==> src/rtl/ztex_host_if.sv <==
// ztex_host_if
//   Byte-serial host interface for multi-core ZTEX litecoin builds.
//   - Work load: the host presents a byte on `read` and toggles `rd_clk`;
//     IN_BYTES bytes are shifted into a shadow buffer that is copied to
//     `work_data` every cycle. `new_work` pulses once per complete load.
//   - Golden nonces: up to NCORES cores report matches; one per cycle is
//     pushed into a FIFO_DEPTH-entry FIFO, the rest are parked as pending.
//   - Readback: while `wr_start` is high a status/nonce record is snapshot
//     into an output shift register; each `wr_clk` toggle advances it by a
//     byte, presented on the registered `write` output.
//
// Ports
//   clk        mining clock (all logic on posedge)
//   reset      asynchronous active-high reset
//   rd_clk     host write strobe (toggle), asynchronous
//   wr_clk     host read strobe (toggle), asynchronous
//   wr_start   host level: snapshot record while high
//   read       host data byte
//   write      output byte to host (registered)
//   gn_in      golden nonce per core, core k at [32k+31:32k]
//   gn_match   one-cycle match pulse per core
//   nonce_in   current nonce of core 0
//   work_data  work buffer, first received byte at [7:0]
//   new_work   one-cycle pulse after the last byte of a load lands
//
// Build option
//   HOSTIF_CHECKSUM_EN : record byte 9 carries the XOR of bytes 0..8.
//                        Without it byte 9 reads as zero.

module ztex_host_if #(
   parameter int unsigned IN_BYTES   = 84,
   parameter int unsigned NCORES     = 1,
   parameter int unsigned FIFO_DEPTH = 8
) (
   input  logic                   clk,
   input  logic                   reset,
   input  logic                   rd_clk,
   input  logic                   wr_clk,
   input  logic                   wr_start,
   input  logic [7:0]             read,
   output logic [7:0]             write,
   input  logic [NCORES*32-1:0]   gn_in,
   input  logic [NCORES-1:0]      gn_match,
   input  logic [31:0]            nonce_in,
   output logic [IN_BYTES*8-1:0]  work_data,
   output logic                   new_work
);

   localparam int unsigned IN_BITS = IN_BYTES * 8;
   localparam int unsigned BW      = (IN_BYTES > 1) ? $clog2(IN_BYTES) : 1;
   localparam int unsigned AW      = (FIFO_DEPTH > 1) ? $clog2(FIFO_DEPTH) : 1;
   localparam int unsigned CW      = AW + 1;
   localparam int unsigned RB      = 80;  // record buffer: 10 bytes

   // ------------------------------------------------------------------
   // Input sampling and toggle-strobe detection
   // ------------------------------------------------------------------
   logic [7:0] read_buf_q;
   logic       rd_clk_q, wr_clk_q;
   logic [3:0] rd_hist_q, wr_hist_q;
   logic       rd_stb, wr_stb;

   always_ff @(posedge clk or posedge reset) begin
      if (reset) begin
         read_buf_q <= '0;
         rd_clk_q   <= 1'b0;
         wr_clk_q   <= 1'b0;
         rd_hist_q  <= '0;
         wr_hist_q  <= '0;
      end else begin
         read_buf_q <= read;
         rd_clk_q   <= rd_clk;
         wr_clk_q   <= wr_clk;
         rd_hist_q  <= {rd_hist_q[2:0], rd_clk_q};
         wr_hist_q  <= {wr_hist_q[2:0], wr_clk_q};
      end
   end

   // Old level must have been stable for three samples before a change counts.
   assign rd_stb = (rd_hist_q[3] == rd_hist_q[2]) && (rd_hist_q[2] == rd_hist_q[1]) &&
                   (rd_hist_q[1] != rd_hist_q[0]);
   assign wr_stb = (wr_hist_q[3] == wr_hist_q[2]) && (wr_hist_q[2] == wr_hist_q[1]) &&
                   (wr_hist_q[1] != wr_hist_q[0]);

   // ------------------------------------------------------------------
   // Work buffer
   // ------------------------------------------------------------------
   logic [IN_BITS-1:0] shadow_q, work_data_q;
   logic [BW-1:0]      byte_cnt_q;
   logic               nw_pipe_q, new_work_q;

   always_ff @(posedge clk or posedge reset) begin
      if (reset) begin
         shadow_q    <= '0;
         work_data_q <= '0;
         byte_cnt_q  <= '0;
         nw_pipe_q   <= 1'b0;
         new_work_q  <= 1'b0;
      end else begin
         work_data_q <= shadow_q;
         new_work_q  <= nw_pipe_q;
         nw_pipe_q   <= 1'b0;
         if (rd_stb) begin
            shadow_q <= {read_buf_q, shadow_q[IN_BITS-1:8]};
            if (byte_cnt_q == BW'(IN_BYTES - 1)) begin
               byte_cnt_q <= '0;
               nw_pipe_q  <= 1'b1;
            end else begin
               byte_cnt_q <= byte_cnt_q + BW'(1);
            end
         end
      end
   end

   assign work_data = work_data_q;
   assign new_work  = new_work_q;

   // ------------------------------------------------------------------
   // Golden nonce capture
   // ------------------------------------------------------------------
   logic [NCORES-1:0] pending_q, pending_d, req, sel_oh;
   logic [31:0]       hold_q [NCORES];
   logic [31:0]       hold_d [NCORES];
   logic [31:0]       push_data;
   logic              found, drop_match, push, drop;
   logic              full, empty, pop;

   always_comb begin
      req        = gn_match | pending_q;
      sel_oh     = '0;
      found      = 1'b0;
      push_data  = '0;
      pending_d  = pending_q;
      hold_d     = hold_q;
      drop_match = 1'b0;
      for (int unsigned k = 0; k < NCORES; k++) begin
         if (req[k] && !found) begin
            found     = 1'b1;
            sel_oh[k] = 1'b1;
            push_data = pending_q[k] ? hold_q[k] : gn_in[k*32 +: 32];
         end
      end
      for (int unsigned k = 0; k < NCORES; k++) begin
         if (sel_oh[k]) begin
            // A selected pending value goes out first; a same-cycle new
            // match on that core then becomes the next pending value.
            if (pending_q[k] && gn_match[k]) hold_d[k] = gn_in[k*32 +: 32];
            else                             pending_d[k] = 1'b0;
         end else if (gn_match[k]) begin
            if (pending_q[k]) drop_match = 1'b1;
            else begin
               pending_d[k] = 1'b1;
               hold_d[k]    = gn_in[k*32 +: 32];
            end
         end
      end
      push = found && (!full || pop);
      drop = drop_match || (found && !push);
   end

   always_ff @(posedge clk or posedge reset) begin
      if (reset) begin
         pending_q <= '0;
         for (int unsigned k = 0; k < NCORES; k++) hold_q[k] <= '0;
      end else begin
         pending_q <= pending_d;
         hold_q    <= hold_d;
      end
   end

   // ------------------------------------------------------------------
   // Nonce FIFO
   // ------------------------------------------------------------------
   logic [31:0]   mem_q [FIFO_DEPTH];
   logic [AW-1:0] wptr_q, rptr_q;
   logic [CW-1:0] count_q;

   assign full  = (count_q == CW'(FIFO_DEPTH));
   assign empty = (count_q == '0);

   always_ff @(posedge clk) begin
      if (push) mem_q[wptr_q] <= push_data;
   end

   always_ff @(posedge clk or posedge reset) begin
      if (reset) begin
         wptr_q  <= '0;
         rptr_q  <= '0;
         count_q <= '0;
      end else begin
         if (push) wptr_q <= wptr_q + AW'(1);
         if (pop)  rptr_q <= rptr_q + AW'(1);
         if (push && !pop)      count_q <= count_q + CW'(1);
         else if (pop && !push) count_q <= count_q - CW'(1);
      end
   end

   // ------------------------------------------------------------------
   // Record snapshot and readback
   // ------------------------------------------------------------------
   logic          ws1_q, ws_q, ws_prev_q, ws_fall;
   logic [3:0]    wr_delay_q;
   logic [RB-1:0] outbuf_q;
   logic [7:0]    write_q;
   logic          overflow_q;
   logic [31:0]   head;
   logic [3:0]    cnt_sat;
   logic [71:0]   rec_lo;
   logic [7:0]    rec_chk;

   assign head    = empty ? 32'h0 : mem_q[rptr_q];
   assign cnt_sat = (32'(count_q) > 32'd15) ? 4'hF : 4'(count_q);
   assign rec_lo  = {~empty, overflow_q, 2'b00, cnt_sat, nonce_in, head};

`ifdef HOSTIF_CHECKSUM_EN
   always_comb begin
      rec_chk = '0;
      for (int unsigned i = 0; i < 9; i++) rec_chk = rec_chk ^ rec_lo[i*8 +: 8];
   end
`else
   assign rec_chk = '0;
`endif

   assign ws_fall = ws_prev_q && !ws_q;
   // outbuf still holds the record the host is reading, so its valid and
   // overflow bits decide what the falling edge acknowledges.
   assign pop     = ws_fall && outbuf_q[71] && !empty;

   always_ff @(posedge clk or posedge reset) begin
      if (reset) begin
         ws1_q      <= 1'b0;
         ws_q       <= 1'b0;
         ws_prev_q  <= 1'b0;
         wr_delay_q <= '0;
         outbuf_q   <= '0;
         write_q    <= '0;
         overflow_q <= 1'b0;
      end else begin
         ws1_q     <= wr_start;
         ws_q      <= ws1_q;
         ws_prev_q <= ws_q;
         write_q   <= outbuf_q[7:0];
         if (ws_q) begin
            wr_delay_q <= '0;
            outbuf_q   <= {rec_chk, rec_lo};
         end else begin
            wr_delay_q <= {wr_delay_q[2:0], 1'b1};
            if (wr_delay_q[3] && wr_stb) outbuf_q <= {8'h00, outbuf_q[RB-1:8]};
         end
         if (drop)                         overflow_q <= 1'b1;
         else if (ws_fall && outbuf_q[70]) overflow_q <= 1'b0;
      end
   end

   assign write = write_q;

endmodule

==> config.mk <==
export PLATFORM = sky130hd
export DESIGN_NAME = ztex_host_if
export DESIGN_NICKNAME = d
export VERILOG_FILES = /design/src/rtl/ztex_host_if.sv
export SDC_FILE = /design/constraint.sdc
export NUM_CORES = 2
export LEC_CHECK = 0
export CAP_MARGIN = 15
export CORE_MARGIN = 2
export CORE_UTILIZATION = 50
export CTS_BUF_LIST = sky130_fd_sc_hd__clkbuf_4 sky130_fd_sc_hd__clkbuf_8 sky130_fd_sc_hd__clkbuf_16
export DETAILED_ROUTE_END_ITERATION = 10
export PLACE_DENSITY = 0.77
export SYNTH_ARGS = -nofsm -noshare
export SYNTH_HDL_FRONTEND = slang
export SYNTH_SLANG_ARGS = --single-unit
==> constraint.sdc <==
create_clock -name clk -period 57.9 [get_ports clk]
set_clock_uncertainty 0.2 [all_clocks]
set_input_delay 8.685 -clock clk [delete_from_list [all_inputs] [get_ports clk]]
set_output_delay 8.685 -clock clk [all_outputs]
set_load 0.02 [all_outputs]
* After elaboration in Yosys (flattened, before gate mapping)
Memory sizes are Yosys's and may differ from the RTL's. Cells that the tools add are included.
Cells by class: mux-type cells 25, multipliers 0, order comparisons 0, reduce and logical (&&, ||, !) cells 28, bitwise logic cells 2, shift operators 0, divide/modulo/power cells 0, add/sub/neg operators 5, eq/ne operators 10
Operator list (number):
- 32-bit two-way mux | 6
- 80-bit two-way mux | 2
- 1-bit logical AND | 14
- 1-bit two-way mux | 13
- 4-bit two-way mux | 3
- 2-bit nonzero test | 4
- 7-bit by 1-bit adder with 7-bit output (second input constant) | 1
- 7-bit equality test (second input constant) | 1
- 7-bit two-way mux | 1
- 3-bit by 1-bit adder with 3-bit output (second input constant) | 2
- 1-bit logical NOT | 5
- 4-bit by 1-bit adder with 4-bit output (second input constant) | 1
- 1-bit equality test | 4
- 4-bit equality test (second input constant) | 1
- 4-bit logical NOT | 1
- 2-bit AND reduction | 2
- 4-bit by 1-bit subtractor with 4-bit output (second input constant) | 1
- 1-bit logical OR | 2
- 1-bit inequality test | 2
- 2-bit by 1-bit inequality test with 1-bit output (second input constant) | 1
- 2-bit inequality test (second input constant) | 1
- 1-bit inverter | 1
- 1-bit OR | 1
Storage, ports and cells: memories 1, memory bits (read-only) 0, output and inout port bits 681, latch bits 0, word-level logic and storage cells 93, bits in writable memories 256, bits in registers 1510, input port bits 78
Memories:
- mem_q | words 8, width 32, read ports 1, clocked after memory_dff 0, wr ports 1, line 174 | logic [31:0] mem_q [FIFO_DEPTH];

* Depth between registers and ports, before layout
word-level depth 10, mapped depth 13, mapped depth without buffers 10

* Worst setup path before layout
OpenSTA, ideal clock, no wires.
path kind in2reg, from input gn_match, to memory mem_q[2][0] (enable), required time 57.232 ns, cell stages on the path 6, setup slack 45.284 ns, arrival time 11.949 ns, cells stage by stage inv_1 > ha_1 > clkbuf_1 > a31oi_2 > nand2b_1 > nor3b_1
On the way: longest elaborated chain between the ends 5
RTL lines:
- start: declaration | line 43 | input logic [NCORES-1:0] gn_match,
- 1-bit OR | line 129 | req = gn_match | pending_q;
- 1-bit two-way mux | line 137 | if (req[k] && !found) begin
- 1-bit logical AND | line 157 | push = found && (!full || pop);
- net push | line 125 | logic found, drop_match, push, drop;
- 1-bit two-way mux | line 182 | if (push) mem_q[wptr_q] <= push_data;
- 1-bit two-way mux (not written as such) | line 182
- end: declaration | line 174
The timed path passes the listed nets, and every way through them passes these cells.

==> out/qor.csv <==
metric;value;unit
synthesized area;58300;um^2
status;finished, final reports clean;
worst-path cell chain;clkdlybuf4s50_1 > inv_8 > buf_4 > buf_4 > buf_4 > buf_4 > buf_4;
post-layout util;63.4;%
final setup vio count;0;
largest net degree at the start of global routing;174;
CP Max Fanout;146;
Global Route Usage Sum;24.8;%
vias in the first global route;36400;
xor/xnor share of the synthesized area;0.135;%
Fmax;0.0724;GHz
clock net sink count;1756;
CTS tree;yes;
Yosys warnings;0;
setup_tns;0;ps
DRT antenna net count;0;
most used cell, CP;buf_4;
router iterations before antenna repair;5;
CTS max path bufs;3;
post-CTS setup-driven buffer insertion count;0;
Max Cap Violations;0;
worst vdd ir;0.0303;mV
H-tree depth;4;
final hold vios;0;
Post-Place Cell Area;67300;um^2
post-route cell area;73500;um^2
DP Wirelength;94300;um
PostCTS Resize Cnt;0;
Final Total Pwr;2.93;mW
Adder-Cell Fraction of Synth Area;0.206;%
Period minus WS final;13810;ps
share of layout cells above drive strength 1;8.91;%
synth unique cells;48;
crit start category;input pin;
unrepaired setup endpoints after global routing;no;
critical path class;in -> async;
Syn Area/Cell;13.0;um^2
Vias;35600;
Die X-Extent;345;um
IO buf count;758;
first-pass GRT wire length;223000;um
Tightest Hold Check Type;reg -> reg;
EDFF count, synth;256;
CP Capture Type;async pin;
routed vias/inst;5.15;
Primary FF master, synth;dfrtp_1;
asr flop ratio synth;85.4;%
Post-Route WL;147000;um
Routed WL per cell;21.3;um
final net count;5329;
synthesized-area fraction occupied by and/or/nand/nor cells;14.7;%
final global-route overflow total;0;
# hold bufs at CTS;0;
Clk Latency, worst-skew pair;780;ps
Starting DRT DRC Count;3171;
CP arrival;14380;ps
CTS clk-pin slew, worst paths;60;ps
antenna violations before repair;5;
DRC;0;
Starting Density;50.3;%
register area share after synthesis;77.6;%
CTS buffer count;170;
Post-Place Cells;6592;
max-slew violations;0;
Lkg Pwr;36.2;nW
Die ar.;119000;um^2
Die Ht;345;um
max incr delay on CP;910;ps
root buf cell;clkbuf_16;
# IOs;759;
worst path required time;58460;ps
placer congestion estimate;0.858;
fin crit share;23.9;%
core area;116000;um^2
Max stage delay cell, worst path;buf_4;
largest family of logic cells by synthesized area;simple AND/OR/NAND/NOR gates;
Post-Layout Cell Count;6914;
mux cell area share after synthesis;4.27;%
Syn Nets;4559;
Core Rows;125;
Slew headroom;20.0;%
Synth Area in Compound Gates;1.45;%
Slew @ Worst Pin;1200;ps
flops & latches, synth;1756;
Post-Syn Instances;4472;
P&R area growth vs syn;26.0;%
pwr dens;39.9;nW/um^2
==> worst paths after layout <==
| path | from | end | slack (ps) | cells past startpoint |
|---|---|---|---|---|
| hold / removal | shadow_q[556] | work_data[556] | 150 | 0 |
| hold reg to reg | shadow_q[556] | work_data[556] | 150 | 0 |
| max in group clk | gn_match | cnt_sat[3] | 46840 | 12 |
| setup / recovery | reset | hold_q[31] | 44090 | 7 |
| min in group asynchronous | reset | shadow_q[105] | 8350 | 2 |
| setup reg to reg | rd_hist_q[2] | shadow_q[650] | 53090 | 7 |
==> metal layers <==
metal	wire, um	track usage [%]
met5	41	0
met4	9860	15.3
met3	9830	5.11
met2	72900	40.8
met1	54600	30.3
==> critical path, delay by kind of cell <==
family   cells  cell delay (ps)
buf+inv      7             5420
==> synthesized netlist by cell type (all sizes together), types with 5 or more instances <==
master  instances  area [um^2]
and2           64          403
buf           159          810
clkbuf         45          169
dfrtp        1500        37500
edfxtp        256         7690
ha              8          100
inv             5         18.8
mux2           36          405
mux2i          64          641
mux4           64         1440
nand2        2076         7790
nor2           38          143
nor2b           6         37.5
nor3b           5         37.5
o21a           31          233
o21ai          45          225
o32a           31          310
xnor2           7         61.3
==> cell families after synthesis <==
family,Yosys count
buf+inv,210
simple gates,2207
xor+xnor,9
compound gates,117
flops,1756
mux,164
fa+ha+maj,9
==> through the flow <==
stage	setup slack, ps	hold slack (ps)
final	44090	146
after global routing	43140	152
after CTS	43880	149
after detailed placement	43040	135
after global placement	43170	136
after floorplan	6700	131
==> layout by cell type, fill, tap and decap left out, types with 7 or more instances in the layout <==
cell and instances:
o32a_1 31, bufinv_16 16, and2_0 14, clkbuf_4 31, nor2_1 36, buf_4 37, o21a_1 31, edfxtp_1 256
clkdlybuf4s50_1 758, clkbuf_16 173, and2_1 48, ha_1 8, mux2i_1 64, mux4_2 64, mux2_2 36, o21ai_0 44
clkinv_2 32, clkbuf_8 35, nand2_1 2074, clkinv_16 8, buf_12 7, dfrtp_1 1496, xnor2_1 7
==> report_power, final <==
part	switching [mW]	internal (mW)
registers	0.0636	1.38
logic	0.180	0.138
clock network	0.484	0.688
==> registers in the layout (all words and copies together) (netlist names), 3 cells and up <==
signal	cells
mem_q	256
rd_hist_q	4
byte_cnt_q	7
wptr_q	3
work_data	672
wr_hist_q	4
wr_delay_q	4
outbuf_q	70
hold_q	32
shadow_q	672
write	8
rptr_q	3
cnt_sat	4
read_buf_q	8
==> area by class of cell <==
| class | count | area [um^2] |
|---|---|---|
| tap | 1524 | 1910 |
| antenna | 2 | 5.00 |
| fill | 8059 | 42400 |
| timing repair buffer | 802 | 8010 |
| inverter | 6 | 30.0 |
| multi-input combinational | 2506 | 12100 |
| clock buffer | 239 | 5040 |
| sequential | 1756 | 45200 |
| clock inverter | 79 | 1100 |
Note: power is estimated with default switching activity, not from simulation.
